==> src/rtl/rr_fifo_scheduler_if.sv <==
// FIFO-side bundle of the round-robin scheduler: four input FIFOs (read side)
// and four output FIFOs (write side) grouped behind master/slave modports.
interface rr_fifo_scheduler_if #(
  parameter int DATA_W = 10,
  parameter int LVL_W  = 4
);
  logic [3:0]          in_empty;
  logic [4*DATA_W-1:0] in_data;
  logic [3:0]          in_pop;
  logic [4*LVL_W-1:0]  out_level;
  logic [3:0]          out_full;
  logic [3:0]          out_push;
  logic [DATA_W-1:0]   out_data;

  modport master (
    input  in_empty, in_data, out_level, out_full,
    output in_pop, out_push, out_data
  );

  modport slave (
    output in_empty, in_data, out_level, out_full,
    input  in_pop, out_push, out_data
  );
endinterface

==> src/rtl/rr_fifo_scheduler.sv <==
// Round-robin mover from input FIFOs 0-3 to output FIFOs 4-7 with watermark
// hysteresis, a fixed two-cycle pipeline and per-output delivered-word counters.
module rr_fifo_scheduler #(
  parameter int DATA_W = 10,
  parameter int LVL_W  = 4,
  parameter int CNT_W  = 5
) (
  input  logic                clk,
  input  logic                reset,
  input  logic                init,
  input  logic [2:0]          alto,
  input  logic [2:0]          bajo,
  rr_fifo_scheduler_if.master bus,
  input  logic                req,
  input  logic [1:0]          idx,
  output logic [CNT_W-1:0]    cnt,
  output logic                cnt_valid,
  output logic                idle,
  output logic                err,
  output logic [3:0]          estado_actual
);

  typedef enum logic [3:0] {
    ST_RESET  = 4'd0,
    ST_INIT   = 4'd1,
    ST_IDLE   = 4'd2,
    ST_ACTIVE = 4'd3,
    ST_PAUSE  = 4'd4
  } state_t;

  state_t            state;
  logic [1:0]        ptr;
  logic [2:0]        alto_q;
  logic [2:0]        bajo_q;
  logic              p1_valid;
  logic [1:0]        p1_idx;
  logic [3:0]        push_q;
  logic [DATA_W-1:0] data_q;
  logic [CNT_W-1:0]  count [4];

  logic              any_high;
  logic              all_low;
  logic              any_ready;
  logic              in_flight;
  logic              pop_en;
  logic              found;
  logic [1:0]        cand;
  logic [1:0]        grant_idx;
  logic [3:0]        grant;
  logic [DATA_W-1:0] word_in;
  logic [1:0]        dest_in;
  logic [1:0]        dest_out;

  always_comb begin
    any_high = 1'b0;
    all_low  = 1'b1;
    for (int j = 0; j < 4; j++) begin
      if (bus.out_level[j*LVL_W +: LVL_W] >= LVL_W'(alto_q)) any_high = 1'b1;
      if (bus.out_level[j*LVL_W +: LVL_W] >  LVL_W'(bajo_q)) all_low  = 1'b0;
    end
  end

  // First non-empty input after the last granted one wins.
  always_comb begin
    cand      = '0;
    found     = 1'b0;
    grant_idx = ptr;
    for (int k = 1; k <= 4; k++) begin
      cand = ptr + 2'(k);
      if (!found && !bus.in_empty[cand]) begin
        grant_idx = cand;
        found     = 1'b1;
      end
    end
    grant = 4'b0001 << grant_idx;
  end

  assign any_ready = (bus.in_empty != 4'b1111);
  assign in_flight = p1_valid | (|push_q);
  assign pop_en    = (state == ST_ACTIVE) && !reset && !init && !any_high && any_ready;

  assign bus.in_pop    = pop_en ? grant : 4'b0000;
  assign bus.out_push  = push_q;
  assign bus.out_data  = data_q;
  assign idle          = (state == ST_IDLE);
  assign estado_actual = state;

  assign word_in  = bus.in_data[p1_idx*DATA_W +: DATA_W];
  assign dest_in  = word_in[DATA_W-1 -: 2];
  assign dest_out = data_q[DATA_W-1 -: 2];

  // init outranks every other exit; in ACTIVE the watermark check outranks draining.
  always_ff @(posedge clk) begin
    if (reset) begin
      state  <= ST_RESET;
      ptr    <= 2'd3;
      alto_q <= '0;
      bajo_q <= '0;
    end else begin
      if (pop_en) ptr <= grant_idx;
      case (state)
        ST_RESET: state <= ST_INIT;
        ST_INIT: begin
          alto_q <= alto;
          bajo_q <= bajo;
          if (!init) state <= ST_IDLE;
        end
        ST_IDLE: begin
          if (init)           state <= ST_INIT;
          else if (any_ready) state <= ST_ACTIVE;
        end
        ST_ACTIVE: begin
          if (init)                         state <= ST_INIT;
          else if (any_high)                state <= ST_PAUSE;
          else if (!any_ready && !in_flight) state <= ST_IDLE;
        end
        ST_PAUSE: begin
          if (init)         state <= ST_INIT;
          else if (all_low) state <= any_ready ? ST_ACTIVE : ST_IDLE;
        end
        default: state <= ST_RESET;
      endcase
    end
  end

  // Pop -> capture -> push; never stalls, so in-flight words always drain.
  always_ff @(posedge clk) begin
    if (reset) begin
      p1_valid  <= 1'b0;
      p1_idx    <= '0;
      push_q    <= '0;
      data_q    <= '0;
      err       <= 1'b0;
      cnt       <= '0;
      cnt_valid <= 1'b0;
      for (int j = 0; j < 4; j++) count[j] <= '0;
    end else begin
      p1_valid <= pop_en;
      p1_idx   <= grant_idx;
      if (p1_valid) begin
        push_q <= 4'b0001 << dest_in;
        data_q <= word_in;
      end else begin
        push_q <= 4'b0000;
      end
      if (|push_q) begin
        count[dest_out] <= count[dest_out] + CNT_W'(1);
        if (|(push_q & bus.out_full)) err <= 1'b1;
      end
      cnt_valid <= req;
      cnt       <= req ? count[idx] : '0;
    end
  end

endmodule

==> src/flat_wrapper.sv <==
// flat-port wrapper written by rule: the top's interface ports become plain ports
module rr_fifo_scheduler_flat 
#(
  parameter int DATA_W = 10,
  parameter int LVL_W  = 4,
  parameter int CNT_W  = 5
)
  (clk, reset, init, alto, bajo, req, idx, cnt, cnt_valid, idle, err, estado_actual, bus_in_empty, bus_in_data, bus_out_level, bus_out_full, bus_in_pop, bus_out_push, bus_out_data);
  rr_fifo_scheduler_if #(.DATA_W(DATA_W), .LVL_W(LVL_W)) bus_i ();
  input  logic clk;
  input  logic reset;
  input  logic init;
  input  logic [2:0] alto;
  input  logic [2:0] bajo;
  input  logic req;
  input  logic [1:0] idx;
  output logic [CNT_W-1:0] cnt;
  output logic cnt_valid;
  output logic idle;
  output logic err;
  output logic [3:0] estado_actual;
  input wire logic [$bits(bus_i.in_empty)-1:0] bus_in_empty;
  input wire logic [$bits(bus_i.in_data)-1:0] bus_in_data;
  input wire logic [$bits(bus_i.out_level)-1:0] bus_out_level;
  input wire logic [$bits(bus_i.out_full)-1:0] bus_out_full;
  output wire logic [$bits(bus_i.in_pop)-1:0] bus_in_pop;
  output wire logic [$bits(bus_i.out_push)-1:0] bus_out_push;
  output wire logic [$bits(bus_i.out_data)-1:0] bus_out_data;
  assign bus_i.in_empty = bus_in_empty;
  assign bus_i.in_data = bus_in_data;
  assign bus_i.out_level = bus_out_level;
  assign bus_i.out_full = bus_out_full;
  assign bus_in_pop = bus_i.in_pop;
  assign bus_out_push = bus_i.out_push;
  assign bus_out_data = bus_i.out_data;
  rr_fifo_scheduler #(.DATA_W(DATA_W), .LVL_W(LVL_W), .CNT_W(CNT_W)) u_core (.clk(clk), .reset(reset), .init(init), .alto(alto), .bajo(bajo), .bus(bus_i), .req(req), .idx(idx), .cnt(cnt), .cnt_valid(cnt_valid), .idle(idle), .err(err), .estado_actual(estado_actual));
endmodule
==> config.mk <==
export PLATFORM = sky130hd
export DESIGN_NAME = rr_fifo_scheduler_flat
export DESIGN_NICKNAME = d
export VERILOG_FILES = /design/src/rtl/rr_fifo_scheduler_if.sv /design/src/rtl/rr_fifo_scheduler.sv /design/src/flat_wrapper.sv
export SDC_FILE = /design/constraint.sdc
export NUM_CORES = 1
export LEC_CHECK = 0
export CAP_MARGIN = 20
export CELL_PAD_IN_SITES_DETAIL_PLACEMENT = 0
export CELL_PAD_IN_SITES_GLOBAL_PLACEMENT = 1
export CORE_UTILIZATION = 38
export CTS_CLUSTER_DIAMETER = 40
export DETAILED_ROUTE_END_ITERATION = 10
export PLACE_DENSITY_LB_ADDON = 0.12
export RECOVER_POWER = 50
export SYNTH_ARGS = -nofsm -noshare
export SYNTH_HDL_FRONTEND = slang
export SYNTH_SLANG_ARGS = --single-unit
==> constraint.sdc <==
create_clock -name clk -period 6.2 [get_ports clk]
set_clock_uncertainty 0.15 [all_clocks]
set_input_delay 0.62 -clock clk [delete_from_list [all_inputs] [get_ports clk]]
set_output_delay 0.62 -clock clk [all_outputs]
set_load 0.02 [all_outputs]
==> flow_summary.toml <==
[worst_setup_path]
timing_worst_setup_path_type = "primary input to output port"
path_max_fanout = 6
startpoint_type = "primary input"
cp-end-kind = "output port"
worstPathArrival_ns = 3.29
reg2reg_slack_ns = 3.84
worstPathRequired_ns = 5.43

[cts]
clk_pin_slew_ns = 0.06
htreeDepth = 3
post_cts_resized = 0
tritoncts = "yes"
post-cts-setup-buffers = 0
cts_hold_buf = 0
clk_path_buf_depth = 2
clock_sinks = 57
cts_buffers = 9
clk_latency_ns = 0.34
cts-root-buf = "clkbuf_8"

[pwr]
total_power_uw = 989
internal_power_uw = 731
p_sw_uw = 259
power_density_mw_per_mm2 = 214
vdd_drop_max_mv = 0.102
clockPowerShare_pct = 37.9
p_leak_uw = 0.00178
sw_frac_of_total_pct = 26.1
power_frac_seq_pct = 42.3
combPwrFrac_pct = 19.8

[detailed_routing]
dr.pass1.iters = 5
routed_wl_mm = 8.14
num_vias = 2761
drcViolationCount = 0
viasPerCell = 5.27
drt_iter0_markers = 104
detail-route-antenna-nets = 0
wire_per_inst_um = 15.5

[synthesis]
synth_edf_count = 20
netlist_area_sq_mm = 0.00334
avgSynthCellArea_sq_um = 10.7
synth_seq_cells = 57
seq_area_frac_synth_pct = 40.2
netlist_instances = 313
yosys_warnings = 0
ys.flop_type = "dfxtp_1"
synth_nets = 414
synth.distinct_cells = 50
async_flop_share_pct = 0

[finish]
fin_nets = 515
postLayoutCoreUtil_pct = 55.5
final_cell_mix = "clkdlybuf4s50_1, nor2_1, dfxtp_1"
nFillCells = 729
drive_above_1_share_pct = 10.3
syn2layout_area_growth_pct = 38.8
antenna_cells = 0
final_common_cell = "clkdlybuf4s50_1"

[sta]
whs_ns = 0.308
fmax_mhz = 246
finalMaxSlewViolations = 0
finalSetupViolCount = 0
finalHoldViolCount = 0
worst_pin_slew_ns = 0.901
totalNegativeSetupSlack_ns = 0
slew-limit-headroom_pct = 39.7
rsz0062_at_grt = "no"
min_period_over_period_pct = 65.5
min_period_ns = 4.06

[placed_design]
hpwl_mm = 6.38
routabilityCongestion = 0.785
portBuffers = 104

[die]
start_util_pct = 40.0
fp.dieW_um = 95.7
core_area_sq_mm = 0.00834
io_pins = 106
die_h_um = 95.7
rows = 33
die-area_sq_mm = 0.00916

[global_routing]
gr-usage-all-layers_pct = 19.2
grt_overflow_total = 0
antenna_found_initial = 0
grt_pass1_wl_mm = 13.0
grt_max_degree = 24
first_global_vias = 2805

[min_path]
worstHoldPathType = "flop to flop"

[job]
cap_violations = 0

[outcome]
status = "finished, final reports clean"
[registers in the layout, summed over array words and instances, names as in the netlist, named ones only]
name,flops
u_core.err,1
u_core.p1_idx,2
u_core.estado_actual,3
u_core.ptr,2
u_core.cnt,5
u_core.alto_q,3
u_core.cnt_valid,1
u_core.p1_valid,1
u_core.bus.out_push,4
u_core.count,20
u_core.bus.out_data,10
u_core.bajo_q,3
[critical path, stage by stage]
cell and delay [ns]:
dlygate4sd3_1 0.52, inv_1 0.05, ha_1 0.28, nor3b_1 0.33
o22ai_4 0.16, nor4_4 0.42, nand3_1 0.16, nor2_1 0.13
clkdlybuf4s50_1 0.62
[cell families after synthesis]
family                   count (synthesis)  share of synthesized area [%]
XOR/XNOR                                 3                          0.788
AND/OR/NAND/NOR                        117                           18.5
buffers and inverters                   32                           4.69
other                                    1                          0.112
multiplexers                            31                           16.8
AO/OA/AOI/OAI                           47                           9.49
flip-flops                              57                           40.2
adder cells (fa/ha/maj)                 25                           9.38
[power groups by stage]
| stage | Sequential [uW] | Clock, uW | Combinational (uW) |
|---|---|---|---|
| floorplan | 423 | 0 | 116 |
| global placement | 427 | 0 | 195 |
| detailed placement | 428 | 0 | 199 |
| CTS | 419 | 382 | 200 |
| global route | 421 | 400 | 220 |
| finish | 419 | 374 | 196 |
[Yosys cell counts, types with 2 or more instances]
cell type / number / area (sq um)
nand3_1: 10 / 50.1
inv_1: 17 / 63.8
and3_1: 6 / 37.5
nor3b_1: 8 / 60.1
nor4_4: 3 / 63.8
buf_2: 3 / 15.0
mux2i_1: 11 / 110
a21oi_1: 12 / 60.1
or3_1: 2 / 12.5
nand2_1: 30 / 113
nor4_1: 2 / 12.5
nor2_1: 39 / 146
o31ai_1: 2 / 15.0
clkbuf_1: 4 / 15.0
nor3_1: 3 / 15.0
or4_1: 2 / 15.0
ha_1: 25 / 313
dfxtp_1: 37 / 741
mux4_2: 20 / 450
nor2b_1: 3 / 18.8
buf_6: 2 / 22.5
o21ai_0: 12 / 60.1
buf_1: 2 / 7.51
o211ai_1: 3 / 22.5
xor2_1: 3 / 26.3
and2_1: 3 / 18.8
edfxtp_1: 20 / 601
a211oi_1: 6 / 45.0
buf_4: 2 / 15.0
[metal layers]
| layer | track usage [%] | share of wire, % |
|---|---|---|
| met5 | 0 | 0 |
| met4 | 7.46 | 2.3 |
| met3 | 5.21 | 6.8 |
| met2 | 33.5 | 48 |
| met1 | 22.4 | 43 |
[worst paths after layout]
| path | startpoint | endpoint | depth (start not counted) |
|---|---|---|---|
| worst max-delay path | bus_out_level[0] | bus_in_pop[3] | 9 |
| worst min-delay path | u_core.alto_q[2] | u_core.alto_q[2] | 2 |
| worst max register to register | flop | u_core.count[1][4] | 5 |
| worst min register to register | u_core.alto_q[2] | u_core.alto_q[2] | 2 |
[area by class of cell]
type	count	area (sq um)	share of cell area, %
tap	105	131	2.84
inverter	18	67.6	1.46
sequential	57	1340	29.0
timing repair buffer	104	1040	22.5
clock inverter	6	83.8	1.81
clock buffer	10	128	2.76
multi-input combinational	224	1840	39.7
[per-stage QoR]
stage	std cells	setup slack [ns]	area, sq um
2_1_floorplan	313	3.26	3340
3_3_place_gp	508	2.21	4420
3_5_place_dp	508	2.18	4420
4_1_cts	524	2.18	4630
5_1_grt	524	1.91	4630
6_report	524	2.14	4630
(Power assumes the default switching activity.)
